--- src/rtl/ahb_slave_arbiter_pkg.sv ---
// Shared AHB types and helpers for the interconnect arbiters.
// Pure declarations: no latency or backpressure of its own.
package ahb_slave_arbiter_pkg;

    localparam int NO_OF_MASTERS = 4;

    typedef enum logic [1:0] {
        HTRANS_IDLE   = 2'b00,
        HTRANS_BUSY   = 2'b01,
        HTRANS_NONSEQ = 2'b10,
        HTRANS_SEQ    = 2'b11
    } htrans_e;

    typedef enum logic [2:0] {
        HBURST_SINGLE = 3'b000,
        HBURST_INCR   = 3'b001,
        HBURST_WRAP4  = 3'b010,
        HBURST_INCR4  = 3'b011,
        HBURST_WRAP8  = 3'b100,
        HBURST_INCR8  = 3'b101,
        HBURST_WRAP16 = 3'b110,
        HBURST_INCR16 = 3'b111
    } hburst_e;

    typedef enum logic [1:0] {
        ARB_IDLE,
        ARB_BURST,
        ARB_LOCKED
    } arb_state_e;

    // Zero means undefined length (INCR).
    function automatic logic [4:0] burst_len(input hburst_e hburst);
        case (hburst)
            HBURST_SINGLE:               return 5'd1;
            HBURST_WRAP4,  HBURST_INCR4:  return 5'd4;
            HBURST_WRAP8,  HBURST_INCR8:  return 5'd8;
            HBURST_WRAP16, HBURST_INCR16: return 5'd16;
            default:                     return 5'd0;
        endcase
    endfunction

endpackage

--- src/rtl/ahb_rr_picker.sv ---
// Round-robin picker: first set request at or after i_rr_ptr, one-hot plus index.
// Purely combinational (zero latency); no backpressure.
module ahb_rr_picker #(
    parameter int NO_OF_MASTERS = 4,
    parameter int MID_W         = $clog2(NO_OF_MASTERS)
) (
    input  logic [NO_OF_MASTERS-1:0] i_req,
    input  logic [MID_W-1:0]         i_rr_ptr,
    output logic [NO_OF_MASTERS-1:0] o_pick,
    output logic [MID_W-1:0]         o_pick_idx,
    output logic                     o_pick_vld
);

    logic [MID_W-1:0] w_idx;

    always_comb begin
        o_pick     = '0;
        o_pick_idx = '0;
        o_pick_vld = 1'b0;
        w_idx      = '0;
        for (int i = 0; i < NO_OF_MASTERS; i++) begin
            w_idx = MID_W'((int'(i_rr_ptr) + i) % NO_OF_MASTERS);
            if (!o_pick_vld && i_req[w_idx]) begin
                o_pick_vld    = 1'b1;
                o_pick[w_idx] = 1'b1;
                o_pick_idx    = w_idx;
            end
        end
    end

endmodule

--- src/rtl/ahb_slave_arbiter.sv ---
// Per-slave AHB address-phase arbiter with round-robin, burst/lock hold and data-owner tracking.
// Grant registered (1 cycle), data owner 1 cycle after acceptance; all state frozen while hready=0.
module ahb_slave_arbiter #(
    parameter int NO_OF_MASTERS = ahb_slave_arbiter_pkg::NO_OF_MASTERS,
    parameter int MID_W         = $clog2(NO_OF_MASTERS)
) (
    input  logic                       hclk,
    input  logic                       hresetn,
    input  logic [NO_OF_MASTERS-1:0]   m_req,
    input  logic [2*NO_OF_MASTERS-1:0] m_htrans,
    input  logic [3*NO_OF_MASTERS-1:0] m_hburst,
    input  logic [NO_OF_MASTERS-1:0]   m_hmastlock,
    input  logic                       hready,
    output logic [NO_OF_MASTERS-1:0]   hgrant,
    output logic [MID_W-1:0]           addr_owner,
    output logic                       addr_owner_valid,
    output logic [MID_W-1:0]           data_owner,
    output logic                       data_owner_valid
);

    import ahb_slave_arbiter_pkg::*;

    arb_state_e               r_state, w_state_nxt;
    logic [NO_OF_MASTERS-1:0] r_hgrant, w_hgrant_nxt;
    logic [MID_W-1:0]         r_addr_owner, w_addr_owner_nxt;
    logic [MID_W-1:0]         r_rr_ptr, w_rr_ptr_nxt;
    logic [MID_W-1:0]         r_data_owner, w_data_owner_nxt;
    logic                     r_data_vld, w_data_vld_nxt;
    logic [4:0]               r_beat_cnt, w_beat_cnt_nxt;
    logic                     r_started, w_started_nxt;
    logic                     r_incr, w_incr_nxt;

    logic [1:0]               w_trans [NO_OF_MASTERS];
    logic [2:0]               w_burst [NO_OF_MASTERS];
    htrans_e                  w_own_trans;
    hburst_e                  w_own_burst;
    logic                     w_own_req;
    logic                     w_own_lock;
    logic [4:0]               w_len;
    logic                     w_accept;
    logic                     w_release;

    logic [NO_OF_MASTERS-1:0] w_pick;
    logic [MID_W-1:0]         w_pick_idx;
    logic                     w_pick_vld;

    for (genvar g = 0; g < NO_OF_MASTERS; g++) begin : g_unpack
        assign w_trans[g] = m_htrans[2*g +: 2];
        assign w_burst[g] = m_hburst[3*g +: 3];
    end

    assign w_own_trans = htrans_e'(w_trans[r_addr_owner]);
    assign w_own_burst = hburst_e'(w_burst[r_addr_owner]);
    assign w_own_req   = m_req[r_addr_owner];
    assign w_own_lock  = m_hmastlock[r_addr_owner];
    assign w_len       = burst_len(w_own_burst);
    assign w_accept    = (r_state != ARB_IDLE) &&
                         (w_own_trans == HTRANS_NONSEQ || w_own_trans == HTRANS_SEQ);

    ahb_rr_picker #(
        .NO_OF_MASTERS (NO_OF_MASTERS),
        .MID_W         (MID_W)
    ) u_picker (
        .i_req      (m_req),
        .i_rr_ptr   (r_rr_ptr),
        .o_pick     (w_pick),
        .o_pick_idx (w_pick_idx),
        .o_pick_vld (w_pick_vld)
    );

    always_comb begin
        w_state_nxt      = r_state;
        w_hgrant_nxt     = r_hgrant;
        w_addr_owner_nxt = r_addr_owner;
        w_rr_ptr_nxt     = r_rr_ptr;
        w_beat_cnt_nxt   = r_beat_cnt;
        w_started_nxt    = r_started;
        w_incr_nxt       = r_incr;
        w_data_owner_nxt = r_data_owner;
        w_data_vld_nxt   = 1'b0;
        w_release        = 1'b0;

        if (w_accept) begin
            w_data_owner_nxt = r_addr_owner;
            w_data_vld_nxt   = 1'b1;
        end

        case (r_state)
            ARB_IDLE: w_release = 1'b1;
            ARB_BURST: begin
                // A NONSEQ after the burst has started is either early termination or a new burst.
                if (w_own_trans == HTRANS_IDLE || !w_own_req)
                    w_release = 1'b1;
                else if (w_own_trans == HTRANS_NONSEQ)
                    w_release = r_started || (w_len == 5'd1);
                else if (w_own_trans == HTRANS_SEQ)
                    w_release = !r_incr && (r_beat_cnt <= 5'd1);
            end
            ARB_LOCKED: w_release = !w_own_lock && (w_own_trans == HTRANS_IDLE);
            default:    w_release = 1'b1;
        endcase

        if (r_state != ARB_IDLE) begin
            if (w_own_trans == HTRANS_NONSEQ) begin
                w_beat_cnt_nxt = (w_len == 5'd0) ? 5'd0 : w_len - 5'd1;
                w_incr_nxt     = (w_len == 5'd0);
                w_started_nxt  = 1'b1;
            end else if (w_own_trans == HTRANS_SEQ) begin
                w_beat_cnt_nxt = (r_beat_cnt == 5'd0) ? 5'd0 : r_beat_cnt - 5'd1;
            end
        end

        if (w_release) begin
            w_started_nxt  = 1'b0;
            w_beat_cnt_nxt = 5'd0;
            w_incr_nxt     = 1'b0;
            if (w_pick_vld) begin
                w_hgrant_nxt     = w_pick;
                w_addr_owner_nxt = w_pick_idx;
                w_rr_ptr_nxt     = (w_pick_idx == MID_W'(NO_OF_MASTERS-1)) ? '0 : w_pick_idx + 1'b1;
                w_state_nxt      = m_hmastlock[w_pick_idx] ? ARB_LOCKED : ARB_BURST;
            end else begin
                w_hgrant_nxt = '0;
                w_state_nxt  = ARB_IDLE;
            end
        end
    end

    always_ff @(posedge hclk or negedge hresetn) begin
        if (!hresetn) begin
            r_state      <= ARB_IDLE;
            r_hgrant     <= '0;
            r_addr_owner <= '0;
            r_rr_ptr     <= '0;
            r_data_owner <= '0;
            r_data_vld   <= 1'b0;
            r_beat_cnt   <= 5'd0;
            r_started    <= 1'b0;
            r_incr       <= 1'b0;
        end else if (hready) begin
            r_state      <= w_state_nxt;
            r_hgrant     <= w_hgrant_nxt;
            r_addr_owner <= w_addr_owner_nxt;
            r_rr_ptr     <= w_rr_ptr_nxt;
            r_data_owner <= w_data_owner_nxt;
            r_data_vld   <= w_data_vld_nxt;
            r_beat_cnt   <= w_beat_cnt_nxt;
            r_started    <= w_started_nxt;
            r_incr       <= w_incr_nxt;
        end
    end

    assign hgrant           = r_hgrant;
    assign addr_owner       = r_addr_owner;
    assign addr_owner_valid = |r_hgrant;
    assign data_owner       = r_data_owner;
    assign data_owner_valid = r_data_vld;

endmodule

--- config.mk ---
export PLATFORM = sky130hd
export DESIGN_NAME = ahb_slave_arbiter
export DESIGN_NICKNAME = d
export VERILOG_FILES = /design/src/rtl/ahb_slave_arbiter_pkg.sv /design/src/rtl/ahb_rr_picker.sv /design/src/rtl/ahb_slave_arbiter.sv
export SDC_FILE = /design/constraint.sdc
export NUM_CORES = 1
export LEC_CHECK = 0
export BUFFER_PORTS_ARGS = -buffer_cell sky130_fd_sc_hd__buf_2
export CORE_MARGIN = 3
export CORE_UTILIZATION = 50
export CTS_CLUSTER_DIAMETER = 200
export CTS_CLUSTER_SIZE = 16
export DETAILED_ROUTE_END_ITERATION = 10
export PLACE_DENSITY = 0.75
export SETUP_SLACK_MARGIN = 0.5
export SYNTH_ARGS = -nofsm -noshare
export SYNTH_HDL_FRONTEND = slang
export SYNTH_HIERARCHICAL = 1
export SYNTH_SLANG_ARGS = --single-unit
--- constraint.sdc ---
create_clock -name hclk -period 4.5 [get_ports hclk]
set_clock_uncertainty 0.2 [all_clocks]
set_input_delay 0 -clock hclk [delete_from_list [all_inputs] [get_ports hclk]]
set_output_delay 0 -clock hclk [all_outputs]
set_load 0.005 [all_outputs]
==> impl_metrics.yaml, run 1 <==
grt:
  grt_remaining_overflow: 0
  grt_pass1_vias: 1508
  grt_pass1_wl_mm: 6.513
  grt_max_degree: 21
  track_usage: 0.1877
  antenna_found_initial: 0
hold_path:
  hp-class: "input pin to flip-flop"
sta:
  clock.fmax_ghz: 0.2698
  tightest_slew_ns: 0.9020
  rsz0062_at_grt: "no"
  drv_slew: 0
  setup_viol: 0
  fin_ws_ns: 0.7934
  post-route-min-period_ns: 3.707
  hold_violations: 0
  slew_headroom: 0.3967
  period_share: 0.8237
  fin_setup_tns_ns: 0
route:
  vias: 1495
  dr.pass1.iters: 4
  drt-initial-drc-count: 38
  drt-total-wl_mm: 3.938
  via_per_inst: 5.750
  ant_nets: 0
  drcViolationCount: 0
  wl_per_cell_um: 15.15
placed_design:
  io_buffers: 40
  dp_hpwl_mm: 3.113
  dp_slack_ns: 1.144
  place.gp.congestion: 0.8667
power_and_ir_drop:
  powerDensity_nw_per_um2: 739.9
  leakage_nw: 0.9272
  vdd_drop_max_uv: 392.8
clock_network:
  cts_tree: "built"
  cts_made_buffers: 3
  htreeDepth: 1
  path_clk_slew_ns: 0.11
  cts_setup_buffers: 0
  cts-root-buf: "clkbuf_4"
  clk_latency_ns: 0.30
  clock_sinks: 20
  cts_buffer_depth: 2
run:
  maxCapViolCount: 0
floorplan:
  boundaryPins: 41
  num_rows: 21
  start_util: 0.5290
  core_um2: 3390
  die_h_um: 65.88
  die_area_um2: 4340
  fp.dieW_um: 65.88
finish:
  nFillCells: 285
  diodes: 0
  syn_to_final_growth_pct: 15.42
  multi_input_area_um2: 1196
  seqCellArea_um2: 501.7
  layout-drive-gt1-share: 0.3131
  final_nets: 259
yosys:
  avgSynthCellArea_um2: 10.30
  async_flop_share: 1.000
  syn_nets: 217
  yosysWarnings: 6
  syn-cell-area_um2: 1793
  ys_ff_latch: 20
  ys_seq_area_frac: 0.2791
  synth_cell_type_count: 45
  synth_edf_count: 0
  syn_inst: 174
  synth_ff_type: "dfrtp_1"
critical_path:
  critPathMaxFanout: 10
  start_kind: "flip-flop"
  cp.required_ns: 4.52
  crit_arrival_ns: 3.73
  worstSetupPathType: "flip-flop to flip-flop"
  cp-end-kind: "flip-flop"
run_status:
  status: "complete, no violations"
area by class of cell:
class | count | area share
clock buffers | 3 | 0.01088
inverters | 11 | 0.01995
multi-input cells | 135 | 0.5780
flip-flops and latches | 20 | 0.2424
well taps | 46 | 0.02781
repair buffers | 45 | 0.1209
path summary, 6_finish.rpt:
path / end / depth (start not counted) / start / slack [ns]
max: r_state[0] / 9 / r_rr_ptr[1] / 0.79
min: r_state[1] / 4 / m_hmastlock[3] / 0.06
max reg2reg: r_state[0] / 9 / r_rr_ptr[1] / 0.79
min reg2reg: r_started / 1 / r_started / 0.31
max in group asynchronous: r_rr_ptr[0] / 3 / hresetn / 2.81
min in group asynchronous: r_state[0] / 3 / hresetn / 0.69
placed cells by master (no fill, tap or decap), types with 2 or more instances in the layout:
master          n
a22oi_1         8
nand2_1        17
nor2_1         16
dlygate4sd3_1   5
xnor2_1         3
buf_2          40
clkbuf_4        3
o21ai_1         2
o2bb2ai_1       5
o21ai_0        12
nand2b_1        4
mux2_2          4
mux2_4          4
o21a_1          2
inv_1          11
nor2b_1         4
mux4_2          9
nor3_1          3
ha_1           12
mux4_1          2
dfrtp_1        19
nor4_1          2
mux2i_1         3
per-layer routing:
metal | up-vias | global-route usage | share of wire
met2 | 31 | 0.3354 | 0.52
met4 | 0 | 0.01554 | 0.0013
li1 | 730 | - | -
met3 | 3 | 0.04932 | 0.042
met1 | 731 | 0.2344 | 0.44
met5 | - | 0 | 0
sequential cells by signal, summed over array words and instances (netlist names), 2 cells and up:
| name | count |
|---|---|
| r_beat_cnt | 5 |
| hgrant | 4 |
| addr_owner | 2 |
| data_owner | 2 |
| r_rr_ptr | 2 |
| r_state | 2 |
kinds of logic (layout without fill, tap and decap cells):
kind of cell / Yosys count / after routing / share of synthesized area
AOI/OAI and AO/OA: 43 / 43 / 0.1800
xor gates and xnor gates: 3 / 3 / 0.01466
DFF: 20 / 20 / 0.2791
buffers and inverters: 19 / 59 / 0.05652
adders and majority gates: 12 / 12 / 0.08374
and+or+nand+nor: 55 / 55 / 0.1682
muxes: 22 / 22 / 0.2177
Yosys cell counts (2+ instances only):
master | count | area share
nand2_1 | 17 | 0.036
inv_1 | 11 | 0.023
o21a_1 | 2 | 0.0084
nand2b_1 | 4 | 0.014
nor4_1 | 2 | 0.0070
a22oi_1 | 8 | 0.033
clkbuf_1 | 3 | 0.0063
ha_1 | 12 | 0.084
nor2b_1 | 4 | 0.014
o21ai_1 | 2 | 0.0056
nor3_1 | 3 | 0.0084
mux4_2 | 9 | 0.11
nor2_1 | 16 | 0.033
buf_6 | 4 | 0.025
mux2i_1 | 3 | 0.017
mux2_4 | 4 | 0.033
mux4_1 | 2 | 0.029
xnor2_1 | 3 | 0.015
o31ai_1 | 2 | 0.0084
mux2_2 | 4 | 0.025
o21ai_0 | 12 | 0.033
o2bb2ai_1 | 5 | 0.024
dfrtp_1 | 20 | 0.28
what timing repair did:
item / in CTS / in global routing
setup endpoints to repair: 0 / 1
endpoints found under the hold margin: 29 / 0
gates resized for setup: 0 / 2
hold buffers: 5 / 0
through the flow:
step	hold WS [ns]	power [mW]	cells	cell area, um2	util
3_5_place_dp	-0.2298	1.418	252	1991	0.5873
3_3_place_gp	-0.2368	1.367	252	1991	0.5873
6_report	0.05696	1.531	260	2069	0.6106
5_1_grt	0.06802	1.678	260	2069	0.6106
4_1_cts	0.04750	1.525	260	2063	0.6087
2_1_floorplan	-0.4956	1.242	174	1793	-
worst max-delay path: stages (launching register included):
cell	delay, ns
dfrtp_1	0.55
inv_1	0.15
ha_1	0.37
mux4_2	0.43
and2b_2	0.30
o21ai_0	0.11
o31ai_2	0.16
mux4_2	0.58
dlygate4sd3_1	0.58
o31ai_1	0.18
where the power goes:
| part | internal (mW) | total [mW] | switching (mW) |
|---|---|---|---|
| combinational | 0.538 | 1.08 | 0.540 |
| clock | 0.0313 | 0.0853 | 0.0540 |
| sequential | 0.253 | 0.369 | 0.115 |
Power figures use the tool's default switching activity.
==> run 2: changes to the inputs <==
Settings changed: CORE_UTILIZATION 50 to 49, PLACE_DENSITY 0.75 to 0.76.
Clock period 4.5 ns to 3 ns, I/O delays scaled along.
==> run 2 against run 1 <==
Combinational power rose by 140%. Wire length is 46% higher. Flip-flop and latch count unchanged. Setup slack got worse by 0.62 ns. Global-route usage grew 3.5 points. Total power increased by 120%. Worst hold slack got worse by 0.016 ns. Critical path depth fell by 2. Clock power rose to 3.2 times the previous value. Maximum frequency grew 31%. Cell area rose by 23%. Critical path type unchanged. Largest power group unchanged.
==> impl_metrics.yaml, run 2 (synthesis results as in run 1) <==
clock_network:
  clk_latency_ns: 0.27
  cts_made_buffers: 3
  cts_tree: "built"
  htreeDepth: 1
  cts_buffer_depth: 2
  cts-root-buf: "clkbuf_8"
  path_clk_slew_ns: 0.08
  clock_sinks: 20
finish:
  regMostFlops: "r_beat_cnt"
  layout-drive-gt1-share: 0.4980
  nFillCells: 207
  utilization: 0.7386
  final_nets: 295
  syn_to_final_growth_pct: 41.80
  diodes: 0
  most-common-layout-cells: "buf_2 (40), buf_4 (31), nand2_1 (17), dfrtp_1 (17), nor2_1 (16)"
  mostFrequentLayoutCell: "buf_2"
  largest_reg_flops: 5
run:
  maxCapViolCount: 0
power_and_ir_drop:
  vdd_drop_max_uv: 932.9
  powerDensity_nw_per_um2: 1321
  leakage_nw: 1.152
  power_mw: 3.360
placed_design:
  io_buffers: 40
  dp_slack_ns: 0.1310
  dp_hpwl_mm: 2.922
  place.gp.congestion: 0.8548
floorplan:
  start_util: 0.5209
  fp.dieW_um: 66.49
  boundaryPins: 41
  die_area_um2: 4421
  die_h_um: 66.49
  num_rows: 21
  core_um2: 3442
route:
  vias: 1783
  via_per_inst: 6.003
  dr.pass1.iters: 5
  wl_per_cell_um: 19.40
  drt-total-wl_mm: 5.761
  drcViolationCount: 0
  ant_nets: 0
  drt-initial-drc-count: 178
critical_path:
  r2r_cells: 7
  cp-end-kind: "flip-flop"
  worstSetupPathType: "flip-flop to flip-flop"
  crit_arrival_ns: 2.80
  r2r-start: "r_rr_ptr[1]"
  r2r_end: "r_state[0]"
  cp.required_ns: 2.97
  rrSetupSlack_ns: 0.17
  critPathMaxFanout: 4
  start_kind: "flip-flop"
sta:
  rsz0062_at_grt: "yes"
  hold_violations: 0
  drv_slew: 0
  post-route-min-period_ns: 2.830
  fin_setup_tns_ns: 0
  slew_headroom: 0.6532
  period_share: 0.9433
  fin_ws_ns: 0.1700
  tightest_slew_ns: 0.5057
  setup_viol: 0
  clock.fmax_ghz: 0.3534
grt:
  grt_pass1_wl_mm: 7.534
  grt_remaining_overflow: 0
  track_usage: 0.2223
  grt_max_degree: 21
  antenna_found_initial: 0
  grt_pass1_vias: 1585
run_status:
  status: "complete, no violations"
hold_path:
  hp-class: "input pin to asynchronous set/reset pin"
==> run 2: worst max-delay path by stage <==
stage	startpoint	end	slack (ns)	depth (start not counted)
6_report	r_rr_ptr[1]	r_state[0]	0.17	7
5_1_grt	r_rr_ptr[1]	r_state[0]	0.12	9
4_1_cts	r_rr_ptr[1]	r_state[0]	0.35	7
3_5_place_dp	r_rr_ptr[0]	r_state[0]	0.13	8
3_3_place_gp	addr_owner[0]	addr_owner[0]	0.19	6
2_1_floorplan	r_rr_ptr[0]	r_rr_ptr[1]	0.21	10
==> run 2: final cells by class <==
class,count,area (um2),share of cell area
Clock buffer,3,41.29,0.01624
Inverter,11,46.29,0.01821
Tap cell,46,57.56,0.02264
Timing Repair Buffer,81,564.3,0.2219
Sequential cell,20,504.2,0.1983
Clock inverter,1,30.03,0.01181
Multi-Input combinational cell,135,1299,0.5108
==> run 2: where the power goes <==
part | switching, mW | internal [mW] | total, mW | leakage (nW)
registers | 0.154 | 0.384 | 0.538 | 0.256
clock network | 0.0977 | 0.178 | 0.276 | 0.0357
logic | 1.21 | 1.34 | 2.55 | 0.860
==> run 2: repair_timing <==
action | 4_1_cts | 5_1_grt
pin swaps | 8 | 9
gates resized for setup | 20 | 10
hold buffers | 6 | 0
setup endpoints to repair | 13 | 11
buffers inserted | 14 | 12
hold endpoints to repair | 22 | 0
gates cloned | 0 | 1
==> run 2: metal layers <==
metal / vias up / global-route usage / wire length (um)
li1: 810 / - / -
met1: 859 / 0.2956 / 2312
met2: 94 / 0.3767 / 2875
met3: 20 / 0.04216 / 427
met4: 0 / 0.04569 / 145
met5: - / 0 / 0
==> run 2: critical path, cell delays in order, from the launching register on <==
cell and delay (ns):
dfrtp_2 0.46, buf_12 0.13, mux4_2 0.57, and2b_2 0.24
o21ai_1 0.24, o31ai_4 0.14, mux4_2 0.47, o31ai_2 0.29
==> run 2: through the flow <==
stage	area, um2	cells	hold WS (ns)
after floorplan	1815	174	-0.4956
after global placement	2073	260	-0.2273
after detailed placement	2073	260	-0.2209
after CTS	2379	284	0.02545
after global routing	2542	297	0.06665
final	2542	297	0.04076
==> run 3: changes to the inputs <==
Settings changed: CTS_BUF_LIST from default to sky130_fd_sc_hd__clkbuf_16, PLACE_DENSITY 0.76 to 0.8.
==> run 3 against run 2 <==
Cell area down 2.5%. Flip-flop and latch count did not move. Critical path depth increased by 1. Critical endpoint unchanged. Highest routed layer unchanged.
==> impl_metrics.yaml, run 3 (synthesis results as in run 1) <==
floorplan:
  num_rows: 21
  die_h_um: 66.49
  core_um2: 3442
  die_area_um2: 4421
  start_util: 0.5209
  boundaryPins: 41
  fp.dieW_um: 66.49
clock_network:
  cts_tree: "built"
  cts_buffer_depth: 2
  path_clk_slew_ns: 0.06
  cts_made_buffers: 3
  clk_latency_ns: 0.26
  htreeDepth: 1
  clock_sinks: 20
  cts-root-buf: "clkbuf_16"
grt:
  antenna_found_initial: 0
  grt_max_degree: 21
  track_usage: 0.2305
  grt_pass1_vias: 1670
  grt_pass1_wl_mm: 7.762
  grt_remaining_overflow: 0
placed_design:
  dp.cells: 258
  place_area_um2: 2058
  io_buffers: 40
  place.gp.congestion: 0.7948
  dp_hpwl_mm: 3.038
route:
  drcViolationCount: 0
  dr.pass1.iters: 4
  via_per_inst: 6.381
  drt-initial-drc-count: 108
  ant_nets: 0
  wl_per_cell_um: 20.21
  vias: 1857
  drt-total-wl_mm: 5.881
critical_path:
  critPathMaxStageDelay_ns: 0.46
  worstSetupPathType: "flip-flop to flip-flop"
  path_common_cell: "mux4_2"
  cpMaxStageDelayCell: "dfrtp_2"
  cp-end-kind: "flip-flop"
  start_kind: "flip-flop"
  worstPathCellList: "inv_4, ha_4, mux4_2, buf_6, nor3_1, a32o_2, mux4_2, o31ai_4"
  critPathMaxFanout: 6
  crit_arrival_ns: 2.88
  cp.required_ns: 2.96
finish:
  largest_reg_flops: 5
  utilization: 0.7201
  mostFrequentLayoutCell: "buf_2"
  final_cells: 291
  diodes: 0
  most-common-layout-cells: "buf_2 (40), buf_4 (28), nand2_1 (17), dfrtp_1 (17), nor2_1 (14)"
  layout-drive-gt1-share: 0.4898
  post-route-cell-area_um2: 2479
  syn_to_final_growth_pct: 38.24
  regMostFlops: "r_beat_cnt"
  final_nets: 289
hold_path:
  hp-class: "input pin to asynchronous set/reset pin"
power_and_ir_drop:
  powerDensity_nw_per_um2: 1367
  leakage_nw: 1.126
  vdd_drop_max_uv: 923.8
sta:
  period_share: 0.9738
  drv_slew: 0
  slew_headroom: 0.7042
  setup_viol: 0
  post-route-min-period_ns: 2.921
  fin_hold_ws_ns: 0.01449
  hold_violations: 0
  tightest_slew_ns: 0.4437
  fin_setup_tns_ns: 0
  rsz0062_at_grt: "yes"
  clock.fmax_ghz: 0.3423
run_status:
  status: "complete, no violations"
run:
  maxCapViolCount: 0
-- run 3: worst paths after layout --
| path | start | endpoint | slack [ns] | cells past startpoint |
|---|---|---|---|---|
| max | r_rr_ptr[0] | r_state[0] | 0.08 | 8 |
| max reg2reg | r_rr_ptr[0] | r_state[0] | 0.08 | 8 |
| min in group hclk | m_hmastlock[2] | r_state[0] | 0.05 | 3 |
| min | hresetn | r_beat_cnt[3] | 0.01 | 2 |
| min reg2reg | hgrant[2] | hgrant[2] | 0.30 | 2 |
| max in group asynchronous | hresetn | r_rr_ptr[0] | 2.25 | 2 |
-- run 3: per-layer routing --
layer  wire length [um]  track usage  up-vias
met2               2878       0.3990      146
met1               2206       0.2933      877
met5                  0            0        -
met4                289      0.08629        0
met3                506      0.02698       38
li1                   -            -      796
-- run 3: what timing repair did --
item | 4_1_cts | 5_1_grt
endpoints found under the hold margin | 21 | 0
hold buffers | 2 | 0
resized for setup | 12 | 20
cloned | 0 | 0
endpoints found under the setup margin | 12 | 15
pin swaps | 2 | 8
buffers inserted | 15 | 12
-- run 3: cell type report --
type | count | area (um2)
clock buffer | 3 | 75.07
clock inverter | 1 | 3.754
fill | 221 | 963.4
inverter | 11 | 43.79
multi-input combinational | 135 | 1299
sequential | 20 | 504.2
tap | 46 | 57.56
timing repair buffer | 75 | 495.5
-- run 3: stage by stage --
step                total power, mW  setup WS, ns
floorplan                     1.904        0.2083
global placement              2.174        0.1725
detailed placement            2.220       0.02501
CTS                           2.814        0.3024
global route                  3.552       0.06088
finish                        3.388       0.07860
-- run 3: worst max-delay path: cells and delay by family (launching register included) --
family	cells	cell delay [ns]
compound gates	2	0.62
fa+ha+maj	1	0.27
buf+inv	2	0.22
flops	1	0.46
mux	2	0.71
simple gates	1	0.34
-- run 3: power by group --
part           leakage, nW  switching, mW  internal (mW)
clock               0.0423          0.107          0.178
combinational        0.828           1.25           1.33
sequential           0.256          0.144          0.385
